==> src/rtl/recovery_request_collector_pkg.sv <==
// rtl/recovery_request_collector_pkg.sv - shared recovery-manager types: request payload and collector state
package RecoveryManagerTypes;

  localparam int ACTIVE_LIST_INDEX_WIDTH     = 6;
  localparam int PC_WIDTH                    = 32;
  localparam int BRANCH_GLOBAL_HISTORY_WIDTH = 10;

  typedef logic [2:0]                             RefetchType;
  typedef logic [ACTIVE_LIST_INDEX_WIDTH-1:0]     ActiveListIndexPath;
  typedef logic [PC_WIDTH-1:0]                    PC_Path;
  typedef logic [BRANCH_GLOBAL_HISTORY_WIDTH-1:0] BranchGlobalHistoryPath;

  typedef enum logic [1:0] {
    RECOVERY_REQ_IDLE,
    RECOVERY_REQ_PENDING,
    RECOVERY_REQ_RECOVERING
  } RecoveryReqState;

  typedef struct packed {
    ActiveListIndexPath     alPtr;
    RefetchType             refetchType;
    PC_Path                 pc;
    BranchGlobalHistoryPath brHistory;
  } RecoveryRequest;

endpackage

==> src/rtl/recovery_request_collector_age.sv <==
// rtl/recovery_request_collector_age.sv - combinational oldest-lane pick by ActiveList age relative to head
module recovery_age_selector #(
  parameter int NUM_LANES = 2,
  parameter int AL_IDX_W  = 6,
  parameter int SEL_W     = (NUM_LANES > 1) ? $clog2(NUM_LANES) : 1
) (
  input  logic [NUM_LANES-1:0]          valid,
  input  logic [NUM_LANES*AL_IDX_W-1:0] alPtr,
  input  logic [AL_IDX_W-1:0]           headPtr,
  output logic                          anyValid,
  output logic [SEL_W-1:0]              selLane,
  output logic [AL_IDX_W-1:0]           selAge
);

  logic [AL_IDX_W-1:0] age;

  // Strict less-than keeps the lower lane index on equal ages.
  always_comb begin
    anyValid = 1'b0;
    selLane  = '0;
    selAge   = '0;
    age      = '0;
    for (int i = 0; i < NUM_LANES; i++) begin
      age = alPtr[i*AL_IDX_W +: AL_IDX_W] - headPtr;
      if (valid[i] && (!anyValid || age < selAge)) begin
        anyValid = 1'b1;
        selLane  = SEL_W'(i);
        selAge   = age;
      end
    end
  end

endmodule

==> src/rtl/recovery_request_collector.sv <==
// rtl/recovery_request_collector.sv - holds the oldest RW-stage recovery request until the recovery manager accepts it
// Optional replacement statistics counter enabled by RSD_RECOVERY_REQ_STATS_EN.
module recovery_request_collector
  import RecoveryManagerTypes::*;
#(
  parameter int NUM_LANES = 2,
  parameter int AL_IDX_W  = ACTIVE_LIST_INDEX_WIDTH,
  parameter int ADDR_W    = PC_WIDTH,
  parameter int GHIST_W   = BRANCH_GLOBAL_HISTORY_WIDTH
) (
  input  logic                          clk,
  input  logic                          rst,
  input  logic [NUM_LANES-1:0]          reqValid,
  input  logic [NUM_LANES*AL_IDX_W-1:0] reqAlPtr,
  input  logic [NUM_LANES*3-1:0]        reqRefetchType,
  input  logic [NUM_LANES*ADDR_W-1:0]   reqPC,
  input  logic [NUM_LANES*GHIST_W-1:0]  reqBrHistory,
  input  logic [AL_IDX_W-1:0]           alHeadPtr,
  input  logic                          toRecoveryPhase,
  input  logic                          toCommitPhase,
  input  logic                          unableToStartRecovery,
  output logic                          exceptionDetectedInRwStage,
  output logic [2:0]                    refetchTypeFromRwStage,
  output logic [ADDR_W-1:0]             recoveredPC_FromRwStage,
  output logic [GHIST_W-1:0]            recoveredBrHistoryFromRwStage,
  output logic [AL_IDX_W-1:0]           recoveryAlPtr,
  output logic [15:0]                   replacedCount
);

  localparam int SEL_W = (NUM_LANES > 1) ? $clog2(NUM_LANES) : 1;

  RecoveryReqState     state;
  RecoveryRequest      held;
  RecoveryRequest      selReq;
  logic                anyValid;
  logic [SEL_W-1:0]    selLane;
  logic [AL_IDX_W-1:0] selAge;
  logic [AL_IDX_W-1:0] heldAge;
  logic                doReplace;
  int                  selIdx;

  recovery_age_selector #(
    .NUM_LANES (NUM_LANES),
    .AL_IDX_W  (AL_IDX_W),
    .SEL_W     (SEL_W)
  ) ageSelector (
    .valid    (reqValid),
    .alPtr    (reqAlPtr),
    .headPtr  (alHeadPtr),
    .anyValid (anyValid),
    .selLane  (selLane),
    .selAge   (selAge)
  );

  always_comb begin
    selReq             = '0;
    selIdx             = int'(selLane);
    selReq.alPtr       = reqAlPtr[selIdx*AL_IDX_W +: AL_IDX_W];
    selReq.refetchType = reqRefetchType[selIdx*3 +: 3];
    selReq.pc          = reqPC[selIdx*ADDR_W +: ADDR_W];
    selReq.brHistory   = reqBrHistory[selIdx*GHIST_W +: GHIST_W];
  end

  // Held age is re-evaluated against the live head so retirement never skews the comparison.
  assign heldAge   = held.alPtr - alHeadPtr;
  assign doReplace = (state == RECOVERY_REQ_PENDING) && !toRecoveryPhase &&
                     !unableToStartRecovery && anyValid && (selAge < heldAge);

  always_ff @(posedge clk) begin
    if (rst) begin
      state <= RECOVERY_REQ_IDLE;
      held  <= '0;
    end else if (toRecoveryPhase) begin
      state <= RECOVERY_REQ_RECOVERING;
      held  <= '0;
    end else begin
      case (state)
        RECOVERY_REQ_IDLE: begin
          if (anyValid) begin
            held  <= selReq;
            state <= RECOVERY_REQ_PENDING;
          end
        end
        RECOVERY_REQ_PENDING: begin
          if (doReplace) held <= selReq;
        end
        RECOVERY_REQ_RECOVERING: begin
          if (toCommitPhase) state <= RECOVERY_REQ_IDLE;
        end
        default: begin
          state <= RECOVERY_REQ_IDLE;
          held  <= '0;
        end
      endcase
    end
  end

  // held is only loaded on entry to PENDING and cleared on every exit, so it is zero elsewhere.
  assign exceptionDetectedInRwStage    = (state == RECOVERY_REQ_PENDING);
  assign refetchTypeFromRwStage        = held.refetchType;
  assign recoveredPC_FromRwStage       = held.pc;
  assign recoveredBrHistoryFromRwStage = held.brHistory;
  assign recoveryAlPtr                 = held.alPtr;

`ifdef RSD_RECOVERY_REQ_STATS_EN
  logic [15:0] replCnt;

  always_ff @(posedge clk) begin
    if (rst) begin
      replCnt <= '0;
    end else if (doReplace && replCnt != 16'hFFFF) begin
      replCnt <= replCnt + 16'd1;
    end
  end

  assign replacedCount = replCnt;
`else
  assign replacedCount = '0;
`endif

endmodule

==> config.mk <==
export PLATFORM = sky130hd
export DESIGN_NAME = recovery_request_collector
export DESIGN_NICKNAME = d
export VERILOG_FILES = /design/src/rtl/recovery_request_collector_pkg.sv /design/src/rtl/recovery_request_collector_age.sv /design/src/rtl/recovery_request_collector.sv
export SDC_FILE = /design/constraint.sdc
export NUM_CORES = 1
export LEC_CHECK = 0
export BUFFER_PORTS_ARGS = -buffer_cell sky130_fd_sc_hd__buf_2
export CAP_MARGIN = 5
export CORE_ASPECT_RATIO = 1.1
export CORE_MARGIN = 2
export CORE_UTILIZATION = 42
export CTS_CLUSTER_SIZE = 8
export DETAILED_ROUTE_END_ITERATION = 12
export PLACE_DENSITY = 0.89
export RECOVER_POWER = 100
export SYNTH_ARGS = -nofsm -noshare
export SYNTH_HDL_FRONTEND = slang
export SYNTH_SLANG_ARGS = --single-unit
==> constraint.sdc <==
create_clock -name clk -period 4.6 [get_ports clk]
set_clock_uncertainty 0.2 [all_clocks]
set_input_delay 0.23 -clock clk [delete_from_list [all_inputs] [get_ports clk]]
set_output_delay 0.23 -clock clk [all_outputs]
set_load 0.05 [all_outputs]
==> results of run 1 <==
==> layout by cell type, fill, tap and decap left out, types with 2 or more instances in the layout <==
master,netlist,routed
buf_4,16,19
buf_6,3,2
clkbuf_16,0,3
a21o_1,8,8
buf_2,12,114
clkbuf_8,0,5
o31ai_1,25,21
ha_1,25,25
o21ai_1,0,3
nor2_1,13,12
o21ai_0,8,5
xnor2_1,7,6
nand3_1,52,52
mux2i_1,51,51
o31ai_2,27,30
buf_12,0,2
dfxtp_1,53,53
xor2_1,6,6
nor3_1,4,3
clkbuf_1,11,53
a21oi_1,10,7
nand4_1,2,2
nand2_1,11,11
a211oi_1,2,2
conb_1,1,16
fa_2,0,2
a21oi_2,0,2
inv_1,17,17
nor2b_1,2,2
o21bai_1,2,2
==> metrics by stage <==
| stage | cell area (um2) | power [W] | hold WS [ns] |
|---|---|---|---|
| finish | 4790 | 0.00141 | 0.0215 |
| global placement | 4580 | 0.00108 | 0.252 |
| floorplan | 3670 | 0.000940 | 0.102 |
| global route | 4790 | 0.00149 | 0.0176 |
| detailed placement | 4580 | 0.00110 | 0.254 |
| CTS | 4670 | 0.00137 | 0.0105 |
==> power groups by stage <==
| stage | Combinational (W) | Sequential (W) | Clock [W] |
|---|---|---|---|
| floorplan | 0.000355 | 0.000585 | 0 |
| global placement | 0.000570 | 0.000505 | 0 |
| detailed placement | 0.000591 | 0.000506 | 0 |
| CTS | 0.000593 | 0.000496 | 0.000282 |
| global route | 0.000693 | 0.000500 | 0.000298 |
| finish | 0.000639 | 0.000497 | 0.000270 |
==> registers in the layout, indices dropped and copies added (netlist names) <==
| register | count |
|---|---|
| recoveredBrHistoryFromRwStage | 10 |
| state | 2 |
| refetchTypeFromRwStage | 3 |
| recoveryAlPtr | 6 |
| recoveredPC_FromRwStage | 32 |
==> metal layers <==
metal | GRT usage, % | up-vias | share of wire (%)
met2 | 36.0 | 143 | 53
met4 | 6.20 | 0 | 1.8
li1 | - | 1739 | -
met3 | 3.72 | 20 | 5.5
met5 | 0 | - | 0
met1 | 22.4 | 1665 | 40
==> synth_stat cells, drive strengths merged, types with 2 or more instances <==
cell type / number / share of area [%]
nor3: 4 / 0.55
fa: 3 / 1.7
o31ai: 52 / 15
nand2: 11 / 1.1
xnor2: 7 / 1.7
nor2b: 2 / 0.35
buf: 35 / 6.3
o21ai: 8 / 1.1
mux2i: 51 / 14
dfxtp: 53 / 29
xor2: 6 / 1.5
nand4: 2 / 0.35
a211oi: 2 / 0.42
nand3: 52 / 7.2
ha: 25 / 8.7
a21o: 8 / 1.7
nor2: 13 / 1.4
a21oi: 10 / 1.4
clkbuf: 11 / 1.1
inv: 17 / 1.8
o21bai: 2 / 0.42
==> layout make-up <==
class                   count  area share [%]
clock inverters             2           0.288
multi-input cells         287            49.6
clock buffers               6            1.52
inverters                  17            1.33
repair buffers            194            22.2
well taps                 111            2.90
flip-flops and latches     53            22.2
==> critical path, cell delays in order <==
cell and delay (ns):
buf_2 0.10, inv_1 0.07, ha_1 0.17, inv_1 0.06, fa_2 0.36, a21o_1 0.21
a21oi_2 0.18, xnor2_1 0.13, nand2_1 0.08, ha_1 0.32, nand4_1 0.12, o41ai_2 0.21
buf_4 0.17, a21oi_4 0.05, mux2i_1 0.14, ha_1 0.19, or4_1 0.50, nor4bb_1 0.29
buf_4 0.16, a32oi_4 0.12, buf_12 0.18, buf_12 0.15, nand3_1 0.13, o31ai_4 0.09
==> what timing repair did <==
action / CTS / global route
endpoints found under the hold margin: 1 / 0
hold buffers: 1 / 0
resized for setup: 0 / 15
endpoints found under the setup margin: 0 / 51
setup buffers: 0 / 3
==> cells by family after synthesis <==
group / Yosys count / synth area share, %
flops: 53 / 29.4
other cells: 1 / 0.104
fa+ha+maj: 28 / 10.3
xor+xnor: 13 / 3.16
simple gates: 90 / 12.3
mux: 51 / 14.2
buf+inv: 63 / 9.26
compound gates: 89 / 21.2
==> worst paths after layout <==
kind	endpoint	slack [ns]	from	cells past startpoint
setup / recovery	recoveredPC_FromRwStage[21]	0.15	reqAlPtr[0]	24
hold / removal	state[0]	0.02	reqValid[1]	3
setup reg to reg	recoveredPC_FromRwStage[21]	0.91	recoveryAlPtr[1]	15
hold reg to reg	recoveredPC_FromRwStage[12]	0.28	recoveredPC_FromRwStage[12]	2
==> results.py, run 1 <==
metrics = {
    "place": {
        "place.gp.congestion": 0.910,
        "port_buffers": 166,
        "placedCellCount": 653,
        "post-place-ws_ns": -0.215,
        "dp_hpwl_mm": 7.37,
    },
    "sta": {
        "hold_viol": 0,
        "fmax_mhz": 225,
        "tightest_slew_ns": 1.15,
        "setup_viol": 0,
        "relSlewSlack_pct": 23.5,
        "finalMaxSlewViolations": 0,
        "period_share_pct": 96.7,
        "min_period_ns": 4.45,
        "setup_tns_ns": 0,
        "layout_setup_ws_ns": 0.153,
    },
    "logic_synthesis": {
        "syn_area_um2": 3610,
        "avgSynthCellArea_um2": 9.30,
        "netlist_instances": 388,
        "async_flop_share_pct": 0,
        "synth_warnings": 0,
        "synth_ff_type": "dfxtp_1",
        "synth-edff-count": 0,
        "synth_seq_cells": 53,
        "synth_cell_types": 39,
        "ys_seq_area_share_pct": 29.4,
    },
    "worst_setup_path": {
        "critPathRequiredTime_ns": 4.57,
        "crit_path_end_kind": "flip-flop",
        "critical_path_class": "in2reg",
        "path_max_fanout": 15,
        "worst_setup_path_start_kind": "input port",
        "cp_data_arrival_time_ns": 4.42,
    },
    "routing": {
        "routedWlPerCell_um": 15.6,
        "drc": 0,
        "drtIter0Drc": 137,
        "vias_per_cell": 5.32,
        "drtAntennaViolNets": 0,
        "vias": 3567,
        "dr.pass1.iters": 4,
        "finalWirelength_mm": 10.4,
    },
    "outcome": {
        "status": "finished clean",
    },
    "grt": {
        "antenna_found_initial": 0,
        "grt_max_degree": 61,
        "grt_pass1_wl_mm": 14.8,
        "grt_pass1_vias": 3318,
        "grtUsageTotal_pct": 19.4,
        "overflow": 0,
    },
    "final_layout": {
        "diodes": 0,
        "stdcell_count": 670,
        "nets": 701,
        "synthToLayoutAreaGrowth_pct": 32.7,
        "regArea_um2": 1060,
        "multi_input_area_um2": 2370,
        "drive_gt1_share_pct": 34.2,
        "n_fill_cell": 739,
        "finalCoreUtilization_pct": 57.2,
    },
    "clock_network": {
        "clkSinkCount": 53,
        "htree_levels": 2,
        "clk_pin_slew_worst_paths_ns": 0.10,
        "cts_buffer_depth": 2,
        "clk_latency_ns": 0.30,
        "cts_root_buf": "clkbuf_8",
        "numCtsBuffers": 5,
        "cts_tree": "yes",
    },
    "pwr": {
        "seq_power_share_pct": 35.3,
        "power.density_nw_per_um2": 294,
        "ir_drop_uv": 155,
        "sw_frac_of_total_pct": 40.7,
        "p_leak_nw": 2.17,
        "p_clk_share_pct": 19.2,
        "pwr-share-comb_pct": 45.5,
        "p_switching_w": 0.000572,
        "p_int_w": 0.000834,
    },
    "die": {
        "row_count": 35,
        "die-height_um": 101,
        "io-pin-count": 183,
        "initial_core_util_pct": 43.1,
        "fp.dieW_um": 92.4,
        "core_area_um2": 8360,
        "die_area_um2": 9350,
    },
    "job": {
        "drv_cap": 0,
    },
    "hold_path": {
        "min_path_type": "in2reg",
    },
}
(Power assumes the default switching activity.)
==> inputs of run 2 (changes only) <==
--- a/config.mk
+++ b/config.mk
@@ -9,11 +9,11 @@
 export CAP_MARGIN = 5
 export CORE_ASPECT_RATIO = 1.1
 export CORE_MARGIN = 2
-export CORE_UTILIZATION = 42
-export CTS_CLUSTER_SIZE = 8
+export CORE_UTILIZATION = 43
 export DETAILED_ROUTE_END_ITERATION = 12
 export PLACE_DENSITY = 0.89
 export RECOVER_POWER = 100
 export SYNTH_ARGS = -nofsm -noshare
 export SYNTH_HDL_FRONTEND = slang
+export SYNTH_HIERARCHICAL = 1
 export SYNTH_SLANG_ARGS = --single-unit
==> results.py, run 2 <==
metrics = {
    "place": {
        "port_buffers": 166,
        "post-place-ws_ns": -0.115,
        "place.gp.congestion": 0.806,
        "place_area_um2": 4740,
        "dp_hpwl_mm": 8.02,
        "placedCellCount": 704,
    },
    "die": {
        "die-height_um": 104,
        "io-pin-count": 183,
        "initial_core_util_pct": 44.0,
        "row_count": 36,
        "fp.dieW_um": 94.7,
        "core_area_um2": 8830,
        "die_area_um2": 9820,
    },
    "outcome": {
        "violations": "capacitance limit, slew limit",
        "status": "complete, but fails checks",
    },
    "logic_synthesis": {
        "synth_ff_type": "dfxtp_1",
        "yosysTopAreaCell": "dfxtp_1",
        "avgSynthCellArea_um2": 8.78,
        "synth_cell_types": 43,
        "async_flop_share_pct": 0,
        "synth_warnings": 6,
        "synth_seq_cells": 53,
        "synth-edff-count": 0,
        "syn_area_um2": 3890,
        "ys_top_cells_by_area": "dfxtp_1 27%, mux2_2 15%, mux2i_1 14%",
        "ys_seq_area_share_pct": 27.3,
        "netlist_top_cells_count": "109 x nand2_1, 53 x dfxtp_1, 53 x mux2i_1",
        "netlist_instances": 443,
        "synth_top_cell_area_share_pct": 27.3,
        "synth_most_common_cell": "nand2_1",
    },
    "sta": {
        "tightest_slew_ns": 3.25,
        "hold_viol": 0,
        "layout_setup_ws_ns": 0.288,
        "period_share_pct": 93.7,
        "fmax_mhz": 232,
        "relSlewSlack_pct": -118,
        "rsz0062_at_grt": "no",
        "setup_viol": 0,
        "min_period_ns": 4.31,
        "finalMaxSlewViolations": 53,
    },
    "clock_network": {
        "numCtsBuffers": 5,
        "htree_levels": 2,
        "cts_buffer_depth": 2,
        "clk_latency_ns": 0.30,
        "clk_pin_slew_worst_paths_ns": 0.09,
        "cts_root_buf": "clkbuf_8",
        "clkSinkCount": 53,
        "cts_tree": "yes",
    },
    "final_layout": {
        "finalCoreUtilization_pct": 54.4,
        "synthToLayoutAreaGrowth_pct": 23.6,
        "final_cell_area_um2": 4810,
        "largest_reg_flops": 32,
        "diodes": 0,
        "stdcell_count": 717,
        "nets": 745,
        "final_common_cell": "buf_2",
        "n_fill_cell": 835,
        "layout_common_cells": "114 x buf_2, 109 x nand2_1, 53 x mux2i_1, 53 x dfxtp_1, 52 x clkbuf_1",
        "drive_gt1_share_pct": 32.2,
    },
    "worst_setup_path": {
        "worstRegToRegCells": 13,
        "reg2reg_slack_ns": 1.52,
        "worst_setup_path_start_kind": "input port",
        "critical_path_class": "in2reg",
        "crit_end": "recoveredPC_FromRwStage[25]",
        "timing.rr.end": "recoveredPC_FromRwStage[25]",
        "critPathRequiredTime_ns": 4.59,
        "path_max_fanout": 31,
        "cp_data_arrival_time_ns": 4.30,
        "crit_path_end_kind": "flip-flop",
        "crit_start": "alHeadPtr[1]",
        "r2r_start": "recoveryAlPtr[0]",
    },
    "routing": {
        "drtAntennaViolNets": 0,
        "vias": 3631,
        "finalWirelength_mm": 10.1,
        "vias_per_cell": 5.06,
        "dr.pass1.iters": 4,
        "drtIter0Drc": 119,
        "routedWlPerCell_um": 14.0,
        "drc": 0,
    },
    "pwr": {
        "power.density_nw_per_um2": 286,
        "p_leak_nw": 2.24,
        "ir_drop_uv": 223,
    },
    "grt": {
        "grt_pass1_vias": 3710,
        "antenna_found_initial": 0,
        "grt_pass1_wl_mm": 16.5,
        "overflow": 0,
        "grt_max_degree": 53,
        "grtUsageTotal_pct": 20.7,
    },
    "hold_path": {
        "hold_path_depth": 4,
        "min_path_type": "in2reg",
    },
    "job": {
        "drv_cap": 1,
    },
}
-- run 2: changes by cell type in the layout (fill, tap and decap cells not counted), sizes merged, moves of 4 or more --
| cell | change |
|---|---|
| mux2 | +53 |
| o31ai | -49 |
| nand2 | +98 |
| a21o | -4 |
| nand3 | -49 |
| buf | -14 |
| nor2 | -4 |
| xnor2 | -4 |
| inv | +6 |
-- run 2: worst min-delay path by stage --
stage	from	to	slack (ns)
2_1_floorplan	rst	state[1]	0.10
3_3_place_gp	recoveredPC_FromRwStage[7]	recoveredPC_FromRwStage[7]	0.24
3_5_place_dp	recoveredPC_FromRwStage[18]	recoveredPC_FromRwStage[18]	0.25
4_1_cts	reqPC[12]	recoveredPC_FromRwStage[12]	0.1
5_1_grt	reqPC[12]	recoveredPC_FromRwStage[12]	0.11
6_report	reqRefetchType[4]	refetchTypeFromRwStage[1]	0.11
-- run 2: final cells by class --
| class | count | area [um2] | area share, % |
|---|---|---|---|
| Tap cell | 114 | 143 | 2.97 |
| Clock inverter | 1 | 5.00 | 0.104 |
| Clock buffer | 7 | 96.3 | 2.00 |
| Sequential cell | 53 | 1060 | 22.1 |
| Timing Repair Buffer | 177 | 870 | 18.1 |
| Multi-Input combinational cell | 341 | 2540 | 52.9 |
| Inverter | 24 | 90.1 | 1.87 |
-- run 2: cell families (layout without fill, tap and decap cells) --
group / Yosys count / in the layout / share of synthesized area, %
AOI/OAI and AO/OA: 41 / 41 / 7.14
xor gates and xnor gates: 10 / 10 / 2.25
adders and majority gates: 28 / 28 / 9.59
buffers and inverters: 64 / 209 / 9.14
DFF: 53 / 53 / 27.3
muxes: 106 / 106 / 29.2
other: 1 / 16 / 0.0964
and+or+nand+nor: 140 / 140 / 15.3
-- run 2: worst max-delay path, stage by stage --
cell and delay (ns):
buf_2 0.11, inv_1 0.15, ha_1 0.26, nor2b_1 0.17, o211ai_1 0.19, a21oi_1 0.09, o221a_2 0.29, nand2b_1 0.15
ha_1 0.30, a21oi_1 0.20, o21ai_1 0.14, a211o_2 0.40, mux2_4 0.33, ha_1 0.20, a211oi_1 0.25, nor2_1 0.08
o31a_2 0.38, buf_12 0.18, mux2i_1 0.15
-- run 2: layer usage --
layer | GRT usage, % | wire length, um
met5 | 0 | 0
met4 | 7.76 | 212
met3 | 4.29 | 574
met2 | 38.2 | 5370
met1 | 22.8 | 3910
-- run 2: where the power goes --
part / internal [W] / switching, W / leakage [nW]
sequential: 0.000483 / 0.0000147 / 0.431
clock: 0.000136 / 0.000146 / 0.0542
combinational: 0.000248 / 0.000347 / 1.75
total: 0.000867 / 0.000508 / 2.24
-- run 2: repair_timing --
| action | CTS | global route |
|---|---|---|
| hold buffers | 2 | 0 |
| endpoints found under the setup margin | 0 | 51 |
| endpoints found under the hold margin | 1 | 0 |
| gates resized for setup | 0 | 3 |
| buffers inserted | 0 | 3 |
-- run 2: per-stage QoR --
stage               total power (W)  hold slack [ns]  TNS [ns]
finish                      0.00137            0.108         0
global route                0.00146            0.110         0
CTS                         0.00138           0.0984         0
detailed placement          0.00110            0.252     -4.02
global placement            0.00108            0.242         0
floorplan                  0.000971            0.102         0
